$ cat config.mk
export PLATFORM = sky130hd
export DESIGN_NAME = div_unit
export DESIGN_NICKNAME = d
export VERILOG_FILES = /design/src/rtl/div_unit.sv
export SDC_FILE = /design/constraint.sdc
export NUM_CORES = 1
export LEC_CHECK = 0
export ABC_AREA = 1
export CAP_MARGIN = 20
export CELL_PAD_IN_SITES_DETAIL_PLACEMENT = 0
export CELL_PAD_IN_SITES_GLOBAL_PLACEMENT = 1
export CORE_ASPECT_RATIO = 1.2
export CORE_MARGIN = 3
export CORE_UTILIZATION = 28
export CTS_CLUSTER_SIZE = 28
export DETAILED_ROUTE_END_ITERATION = 10
export PLACE_DENSITY_LB_ADDON = 0.05
export SLEW_MARGIN = 20
export SYNTH_ARGS = -nofsm -noshare
export SYNTH_HDL_FRONTEND = slang
export SYNTH_SLANG_ARGS = --single-unit
$ cat constraint.sdc
create_clock -name clk -period 2.2 [get_ports clk]
set_input_delay 0.33 -clock clk [delete_from_list [all_inputs] [get_ports clk]]
set_output_delay 0.33 -clock clk [all_outputs]
set_load 0.005 [all_outputs]
$ cat src/rtl/div_unit.sv
// Iterative radix-2 restoring divider for RV32M DIV/DIVU/REM/REMU.
// Works on operand magnitudes; sign correction is applied in the FIX state.
module div_unit (
  input  logic        clk,
  input  logic        rst_n,
  input  logic        start,
  input  logic [1:0]  op,
  input  logic [31:0] A,
  input  logic [31:0] B,
  output logic        busy,
  output logic        done,
  output logic [31:0] result
);

  typedef enum logic [1:0] {StIdle, StCalc, StFix, StDone} state_e;

  state_e      state_q, state_d;
  logic        is_rem_q, is_rem_d;
  logic        neg_quo_q, neg_quo_d;
  logic        neg_rem_q, neg_rem_d;
  logic [31:0] quo_q, quo_d;
  logic [31:0] dvs_q, dvs_d;
  logic [31:0] rem_q, rem_d;
  logic [4:0]  cnt_q, cnt_d;
  logic [31:0] result_q, result_d;

  logic        sgn;
  logic [31:0] a_mag, b_mag;
  logic        div_zero, ovf;
  logic [32:0] rem_sh;
  logic [31:0] diff;
  logic        ge;

  assign sgn      = ~op[0];
  assign a_mag    = (sgn && A[31]) ? (~A + 32'd1) : A;
  assign b_mag    = (sgn && B[31]) ? (~B + 32'd1) : B;
  assign div_zero = (B == 32'd0);
  assign ovf      = sgn && (A == 32'h8000_0000) && (B == 32'hFFFF_FFFF);

  // Partial remainder stays below |B| <= 2^32, so 33 bits after the shift suffice.
  assign rem_sh = {rem_q, quo_q[31]};
  assign ge     = (rem_sh >= {1'b0, dvs_q});
  assign diff   = rem_sh[31:0] - dvs_q;

  always_comb begin
    state_d   = state_q;
    is_rem_d  = is_rem_q;
    neg_quo_d = neg_quo_q;
    neg_rem_d = neg_rem_q;
    quo_d     = quo_q;
    dvs_d     = dvs_q;
    rem_d     = rem_q;
    cnt_d     = cnt_q;
    result_d  = result_q;
    unique case (state_q)
      StIdle: begin
        if (start) begin
          is_rem_d = op[1];
          cnt_d    = 5'd31;
          dvs_d    = b_mag;
          if (div_zero || ovf) begin
            // Preload the final quotient/remainder so FIX emits them unmodified.
            quo_d     = div_zero ? 32'hFFFF_FFFF : 32'h8000_0000;
            rem_d     = div_zero ? A : 32'd0;
            neg_quo_d = 1'b0;
            neg_rem_d = 1'b0;
            state_d   = StFix;
          end else begin
            quo_d     = a_mag;
            rem_d     = 32'd0;
            neg_quo_d = sgn & (A[31] ^ B[31]);
            neg_rem_d = sgn & A[31];
            state_d   = StCalc;
          end
        end
      end
      StCalc: begin
        rem_d = ge ? diff : rem_sh[31:0];
        quo_d = {quo_q[30:0], ge};
        cnt_d = cnt_q - 5'd1;
        if (cnt_q == 5'd0) state_d = StFix;
      end
      StFix: begin
        if (is_rem_q) result_d = neg_rem_q ? (~rem_q + 32'd1) : rem_q;
        else          result_d = neg_quo_q ? (~quo_q + 32'd1) : quo_q;
        state_d = StDone;
      end
      StDone: state_d = StIdle;
      default: state_d = StIdle;
    endcase
  end

  always_ff @(posedge clk or negedge rst_n) begin
    if (!rst_n) begin
      state_q   <= StIdle;
      is_rem_q  <= 1'b0;
      neg_quo_q <= 1'b0;
      neg_rem_q <= 1'b0;
      quo_q     <= 32'd0;
      dvs_q     <= 32'd0;
      rem_q     <= 32'd0;
      cnt_q     <= 5'd0;
      result_q  <= 32'd0;
    end else begin
      state_q   <= state_d;
      is_rem_q  <= is_rem_d;
      neg_quo_q <= neg_quo_d;
      neg_rem_q <= neg_rem_d;
      quo_q     <= quo_d;
      dvs_q     <= dvs_d;
      rem_q     <= rem_d;
      cnt_q     <= cnt_d;
      result_q  <= result_d;
    end
  end

  assign busy   = (state_q != StIdle);
  assign done   = (state_q == StDone);
  assign result = result_q;

endmodule

==> results_dict.tcl, run 1 <==
set metrics [dict create \
    syn_area_sq_mm 0.0135 \
    hold_viol_final 0 \
    synth.most_common_cell "nand2_1" \
    worst_pin_slew_ns 0.725 \
    setup_slack_ns -0.0288 \
    start_util_pct 28.6 \
    required_ns 2.54 \
    max_freq_mhz 449 \
    reg2regPathDepth 14 \
    antenna_found_initial 0 \
    r2r-start "rem_q[19]" \
    first_iter_violations 939 \
    reg2reg_slack_ns -0.03 \
    path_clk_slew_ns 0.07 \
    die_y_um 247 \
    nets 2882 \
    worstSkewPairLatency_ns 0.46 \
    cts_buffers 17 \
    post-dp-hpwl_mm 55.4 \
    syn2layout_area_growth_pct 51.0 \
    core_area_sq_mm 0.0474 \
    synth_seq_cells 138 \
    synth_area_leaders "dfrtp_1 (26%), nand2_1 (18%), nand3_1 (9.9%)" \
    cts.path.max_buffers 2 \
    viasPerCell 4.70 \
    row_count 87 \
    vias 16000 \
    clock-sinks 138 \
    die-area_sq_mm 0.0510 \
    dpl_worst_slack_ns -0.400 \
    timing.final.crit_share_pct 101 \
    end_kind "flip-flop" \
    syn_inst 2243 \
    async_flop_share_pct 100 \
    synth_edf_count 0 \
    wirelength_mm 65.9 \
    n_antenna_cell 0 \
    avgSynthCellArea_sq_um 6.03 \
    hold_path.class "in2async" \
    status "finished, violations left" \
    powerDensity_mw_per_mm2 1710 \
    violations "negative setup slack" \
    min_period_ns 2.23 \
    cp.arrival_ns 2.57 \
    grt_usage_pct 25.7 \
    pin_count 103 \
    yosysWarningCount 0 \
    drc_errors 0 \
    clock-root-buffer "clkbuf_16" \
    rsz0062_at_grt "yes" \
    grt_pass1_vias 15900 \
    port-buffer-count 102 \
    cts_max_level 4 \
    synth_commonest_cells "nand2_1 (642), inv_1 (341), nand3_1 (267)" \
    drive_gt1_share_pct 29.3 \
    finalSetupViolCount 4 \
    synth_top_area_share_pct 25.5 \
    yosysTopAreaCell "dfrtp_1" \
    peakVddDrop_mv 0.740 \
    grt-ovfl-total 0 \
    grt_max_degree 82 \
    synth_flop_cell "dfrtp_1" \
    critPathMaxFanout 7 \
    synth_fp_nets 2356 \
    skew_ns 0.0166 \
    leakagePower_nw 10.2 \
    dr.pass1.iters 7 \
    crit_type "reg2reg" \
    synth.distinct_cells 54 \
    worst_setup_path_start_kind "flip-flop" \
    grt_pass1_wl_mm 97.3 \
    max-cap-violations 0 \
    die_w_um 207 \
    relSlewSlack_pct 51.7 \
    ant_nets 0 \
    maxSlewViolCount 0 \
    place.gp.congestion 0.905 \
    drt-wirelength-per-cell_um 19.4 \
    ys_seq_area_share_pct 25.5 \
    hold_slack_ns 0.469 \
    rr_endpoint "rem_q[31]" \
    cts_tree "yes" \
]
==> per-layer routing <==
metal | vias up | GRT usage [%] | part of all wire [%]
met5 | - | 0 | 0
met4 | 0 | 8.67 | 3.5
met3 | 78 | 2.05 | 2.3
met2 | 277 | 47.6 | 52
met1 | 7414 | 31.2 | 42
li1 | 8228 | - | -
==> how the worst max path moves through the flow <==
stage	from	endpoint	slack [ns]	depth (start not counted)
finish	rem_q[19]	rem_q[31]	-0.03	14
detailed placement	A[1]	quo_q[19]	-0.40	11
global placement	A[1]	quo_q[19]	-0.39	11
CTS	rem_q[16]	rem_q[30]	-0.02	14
global route	dvs_q[9]	rem_q[30]	-0.13	15
floorplan	rem_q[19]	rem_q[16]	0.21	16
==> placed cells by master, fill, tap and decap left out, types with 14 or more instances in the layout <==
master,instances
buf_4,444
nand4_1,30
clkdlybuf4s50_1,101
nand3_1,238
dfrtp_2,17
buf_12,18
o21ai_0,117
a31oi_1,29
a21oi_1,72
nand2_2,60
a21oi_2,14
nand2_1,588
nor2_2,37
clkbuf_16,19
nor2_4,20
nor3_1,28
dfrtp_1,121
o21ai_1,27
inv_1,310
ha_4,30
nor2_1,196
inv_2,40
xor2_1,52
nand3_2,35
==> power by group <==
group	switching [mW]	internal [mW]
clock network	1.28	1.67
logic	15.3	11.5
registers	1.25	3.87
total	17.8	17.0
==> cell type report <==
cell class,instances,area (sq um)
Multi-Input combinational cell,1679,9350
Clock buffer,18,429
Clock inverter,13,148
Inverter,357,1350
Timing Repair Buffer,576,4890
Tap cell,623,779
Fill cell,5137,26900
Sequential cell,138,3470
==> registers in the layout, summed over array words and instances (netlist names) <==
name / count
neg_quo_q: 1
neg_rem_q: 1
is_rem_q: 1
quo_q: 32
cnt_q: 5
state_q: 2
dvs_q: 32
rem_q: 32
result: 32
==> worst max-delay path, stage by stage, from the launching register on <==
cell	delay (ns)
dfrtp_2	0.47
ha_4	0.34
nand2_4	0.07
nor2_4	0.14
nand2_4	0.08
nor2_4	0.15
nand3_2	0.10
nand4_1	0.12
nor2_4	0.07
buf_12	0.14
buf_12	0.13
nand3_2	0.06
nand2_2	0.06
nor2_2	0.12
nor2_1	0.05
==> repair_timing <==
action	in CTS	in global routing
setup buffers	8	13
pin swaps	22	69
hold buffers	1	0
cloned	1	3
endpoints found under the hold margin	54	0
gates resized for setup	112	150
setup endpoints to repair	41	69
==> cell families (layout without fill, tap and decap cells) <==
kind of cell	count (synthesis)	in the layout	share of synthesized area (%)
AO/OA/AOI/OAI	290	290	11.6
XOR/XNOR	56	56	3.63
adder cells (fa/ha/maj)	44	44	4.13
buffers and inverters	426	964	12.6
flip-flops	138	138	25.5
AND/OR/NAND/NOR	1289	1289	42.5
==> stage by stage <==
stage	cells	TNS, ns	power (mW)	utilization [%]	instance area (sq um)
2_1_floorplan	2243	0	16.9	-	13500
3_3_place_gp	3349	-19.04	28.3	39.2	18500
3_5_place_dp	3349	-20.17	28.3	39.2	18500
4_1_cts	3390	-0.0413	33.1	41.7	19700
5_1_grt	3404	-2.68	37.7	43.1	20400
6_report	3404	-0.0711	34.8	43.1	20400
Power figures use the tool's default switching activity.
==> run 2, diff against run 1 <==
==> constraint.sdc (replaced) <==
create_clock -name clk -period 2.2 [get_ports clk]
set_input_delay 0.55 -clock clk [delete_from_list [all_inputs] [get_ports clk]]
set_output_delay 0.55 -clock clk [all_outputs]
set_load 0.005 [all_outputs]
==> results_dict.tcl, run 2 (same netlist as run 1, synthesis figures left out) <==
set metrics [dict create \
    worst_pin_slew_ns 0.622 \
    hold_viol_final 0 \
    die_w_um 207 \
    finalSetupViolCount 0 \
    reg2reg_slack_ns 0.001 \
    hold_path.class "reg2reg" \
    cp.arrival_ns 2.55 \
    port-buffer-count 102 \
    grt_max_degree 82 \
    required_ns 2.55 \
    end_kind "flip-flop" \
    leakagePower_nw 10.8 \
    max-cap-violations 0 \
    drive_gt1_share_pct 33.4 \
    core_area_sq_mm 0.0474 \
    drt-wirelength-per-cell_um 19.8 \
    pin_count 103 \
    clock-sinks 138 \
    cts_max_level 4 \
    peakVddDrop_mv 0.815 \
    wirelength_mm 68.0 \
    cts_buffers 17 \
    first_iter_violations 1022 \
    syn2layout_area_growth_pct 57.1 \
    ant_nets 0 \
    dpl_worst_slack_ns -0.656 \
    cts.path.max_buffers 2 \
    row_count 87 \
    crit_type "reg2reg" \
    place_area_sq_mm 0.0186 \
    setup_slack_ns 0.00143 \
    grt-ovfl-total 0 \
    grt_pass1_vias 16200 \
    dr.pass1.iters 5 \
    status "finished clean" \
    viasPerCell 4.76 \
    timing.final.crit_share_pct 99.9 \
    critPathMaxFanout 9 \
    skew_ns 0.0117 \
    rsz0062_at_grt "yes" \
    antenna_found_initial 0 \
    place.gp.congestion 0.895 \
    grt_usage_pct 26.2 \
    hold_slack_ns 0.475 \
    max_freq_mhz 455 \
    powerDensity_mw_per_mm2 1680 \
    fin_util_pct 44.9 \
    start_util_pct 28.6 \
    die_y_um 247 \
    final_common_cell "nand2_1" \
    final_cell_mix "nand2_1 (569), buf_4 (474), inv_1 (297), nand3_1 (199), nor2_1 (191)" \
    vias 16400 \
    maxSlewViolCount 0 \
    cts_tree "yes" \
    nets 2914 \
    post-dp-hpwl_mm 56.2 \
    path_clk_slew_ns 0.07 \
    die-area_sq_mm 0.0510 \
    final_cell_area_sq_mm 0.0213 \
    min_period_ns 2.20 \
    worstSkewPairLatency_ns 0.46 \
    n_antenna_cell 0 \
    total_power_mw 35.7 \
    relSlewSlack_pct 58.5 \
    grt_pass1_wl_mm 99.4 \
    drc_errors 0 \
    clock-root-buffer "clkbuf_16" \
    worst_setup_path_start_kind "flip-flop" \
]
run 2: cell count changes in the layout (fill, tap and decap cells not counted), moves of 8 or more:
cell             change
nand2_4              +8
inv_1               -13
buf_4               +30
clkdlybuf4s50_1     -35
inv_2               +13
nand3_1             -39
dlymetal6s2s_1      +32
nand2_1             -19
nand2_2             +11
nand3_2             +36
run 2: power by group:
part | internal [mW] | switching, mW
Clock | 1.69 | 1.35
Sequential | 3.86 | 1.29
Combinational | 11.5 | 16.0
run 2: path summary, 6_finish.rpt:
| path | start | to | cells after the start |
|---|---|---|---|
| max | rem_q[19] | rem_q[7] | 14 |
| max reg2reg | rem_q[19] | rem_q[7] | 14 |
| max in group asynchronous | rst_n | dvs_q[12] | 3 |
| min reg2reg | result[18] | result[18] | 2 |
| min in group asynchronous | rst_n | result[14] | 2 |
| min | result[18] | result[18] | 2 |
run 2: stage by stage:
step	cells	TNS, ns
floorplan	2243	0
global placement	3360	-37.32
detailed placement	3360	-40.52
CTS	3403	-0.110
global route	3437	-2.35
finish	3437	0
run 2: layer usage:
layer | track usage (%) | up-vias | wire length, um
met1 | 31.6 | 7720 | 28800
met3 | 2.01 | 87 | 1400
li1 | - | 8287 | -
met2 | 48.5 | 259 | 35500
met4 | 9.17 | 0 | 2370
met5 | 0 | - | 0
run 2: cell type report:
class	count	area, sq um
clock inverter	15	165
multi-input combinational	1682	9910
timing repair buffer	605	5150
inverter	357	1350
clock buffer	17	425
sequential	138	3470
tap	623	779
fill	5053	26100
run 2: critical path: stages (launching register included):
cell and delay [ns]:
dfrtp_2 0.48, ha_4 0.34, nand2_4 0.06, nor2_4 0.11
nand2_2 0.09, nor2_4 0.16, nand3_2 0.11, nand4_1 0.12
nor2_4 0.06, buf_12 0.14, clkbuf_16 0.17, nand3_1 0.08
nand3_1 0.07, nand2_1 0.06, inv_1 0.04
run 2: repair_timing:
| action | in CTS | in global routing |
|---|---|---|
| gates cloned | 2 | 4 |
| pin swaps | 20 | 124 |
| hold buffers | 1 | 0 |
| gates resized for setup | 129 | 296 |
| buffers inserted | 8 | 30 |
| endpoints found under the hold margin | 4 | 0 |
| endpoints found under the setup margin | 63 | 99 |
==> run 3, diff against run 2 <==
CAP_MARGIN = unset   (was 20)
PLACE_DENSITY_LB_ADDON = 0.1   (was 0.05)
clock period = 1.91 ns   (was 2.2 ns; I/O delays follow)
==> results_dict.tcl, run 3 (same netlist as run 1, synthesis figures left out) <==
set metrics [dict create \
    hold_slack_ns 0.398 \
    switching_power_mw 21.4 \
    n_antenna_cell 0 \
    nets 2965 \
    grt_pass1_wl_mm 97.0 \
    hold_path.class "in2reg" \
    fin_util_pct 46.6 \
    worstSkewPairLatency_ns 0.47 \
    cts_max_level 4 \
    required_ns 2.31 \
    rsz0062_at_grt "yes" \
    max_freq_mhz 466 \
    worst_setup_path_start_kind "flip-flop" \
    first_iter_violations 864 \
    dr.pass1.iters 5 \
    port-buffer-count 102 \
    p_seq_share_pct 14.6 \
    drc_errors 0 \
    grt_max_degree 82 \
    die_w_um 207 \
    crit_path_cell_trace "ha_4, nand2_4, buf_6, nor2_4, inv_2, nor2_4, nand2_4, inv_2, nand2_4, buf_4, nand3_1, nand2_1, nor2_2, nor2_1, nor2_1" \
    die-area_sq_mm 0.0510 \
    post-dp-hpwl_mm 53.8 \
    cp.arrival_ns 2.54 \
    final_cell_mix "nand2_1 (531), buf_4 (501), inv_1 (270), nand3_1 (217), nor2_1 (166)" \
    clock-root-buffer "clkbuf_16" \
    final_cell_area_sq_mm 0.0221 \
    p_clk_share_pct 8.2 \
    powerDensity_mw_per_mm2 1900 \
    min_period_ns 2.15 \
    drive_gt1_share_pct 38.8 \
    pin_count 103 \
    cts_tree "yes" \
    cts.path.max_buffers 2 \
    violations "negative setup slack" \
    grt_pass1_vias 16200 \
    crit_type "reg2reg" \
    path_clk_slew_ns 0.08 \
    crit_path_max_incr_delay_ns 0.48 \
    vias 16700 \
    clock-sinks 138 \
    switching_share_pct 51.1 \
    grt_usage_pct 25.3 \
    cts_buffers 17 \
    row_count 87 \
    grt-ovfl-total 0 \
    worst_pin_slew_ns 0.502 \
    core_area_sq_mm 0.0474 \
    p_comb_share_pct 77.3 \
    maxSlewViolCount 0 \
    ant_nets 0 \
    skew_ns 0.0179 \
    antenna_found_initial 0 \
    leakagePower_nw 10.9 \
    timing.final.crit_share_pct 112 \
    syn2layout_area_growth_pct 63.1 \
    viasPerCell 4.78 \
    final_common_cell "nand2_1" \
    start_util_pct 28.6 \
    place_area_sq_mm 0.0190 \
    finalSetupViolCount 46 \
    wirelength_mm 65.0 \
    dp_cells 3379 \
    critPathMaxFanout 6 \
    die_y_um 247 \
    status "finished, violations left" \
    drt-wirelength-per-cell_um 18.6 \
    relSlewSlack_pct 66.1 \
    p_int_mw 20.5 \
    slowest_stage "dfrtp_2" \
    max-cap-violations 0 \
    nFillCells 5055 \
    peakVddDrop_mv 0.855 \
    place.gp.congestion 0.935 \
    final_cells 3488 \
    hold_viol_final 0 \
    cp_common_cell "nand2_4" \
    setup_slack_ns -0.236 \
    end_kind "flip-flop" \
]
run 3: final cells by class:
cell class / instances / area (sq um) / area share, %
repair buffers: 659 / 5510 / 25.0
multi-input cells: 1679 / 10300 / 46.8
well taps: 623 / 779 / 3.53
clock buffers: 17 / 425 / 1.93
flip-flops and latches: 138 / 3490 / 15.8
clock inverters: 15 / 153 / 0.692
inverters: 357 / 1390 / 6.28
run 3: worst max-delay path, delay by kind of cell (launching register included):
family	cells	cell delay [ns]
buffers and inverters	4	0.39
adders and majority gates	1	0.32
and+or+nand+nor	10	0.86
DFF	1	0.48
run 3: path summary, 6_finish.rpt:
path                            start          to  slack, ns  depth (start not counted)
max                         rem_q[18]   rem_q[30]      -0.24                         15
min                             B[25]   dvs_q[25]       0.40                          4
max reg2reg                 rem_q[18]   rem_q[30]      -0.24                         15
min reg2reg                result[29]  result[29]       0.48                          2
max in group asynchronous       rst_n    dvs_q[4]       0.79                          3
min in group asynchronous       rst_n   result[5]       0.50                          2
run 3: layer usage:
layer	vias to the layer above	routed length (um)	global-route usage [%]
met1	7887	27100	30.9
met3	80	1620	2.05
met2	307	33300	45.4
li1	8397	-	-
met4	0	2890	10.6
met5	-	0	0
run 3: power groups by stage:
stage               clock (mW)  combinational (mW)  sequential [mW]
finish                    3.42                32.4             6.12
global route              3.62                35.6             6.26
CTS                       3.49                29.8             6.06
detailed placement           0                27.1             5.96
global placement             0                26.9             5.93
floorplan                    0                14.7             5.53
run 3: metrics by stage:
| step | TNS (ns) | setup WS, ns | power (mW) |
|---|---|---|---|
| after floorplan | 0 | 0.00125 | 20.2 |
| after global placement | -59.70 | -0.892 | 32.8 |
| after detailed placement | -62.61 | -0.883 | 33.0 |
| after CTS | -6.56 | -0.223 | 39.3 |
| after global routing | -12.56 | -0.365 | 45.4 |
| final | -6.74 | -0.236 | 41.9 |
run 3: repair_timing:
action	in CTS	in global routing
buffers inserted	45	37
gates cloned	1	0
endpoints found under the hold margin	31	0
hold buffers	1	0
resized for setup	390	269
endpoints found under the setup margin	112	110
pin swaps	90	121
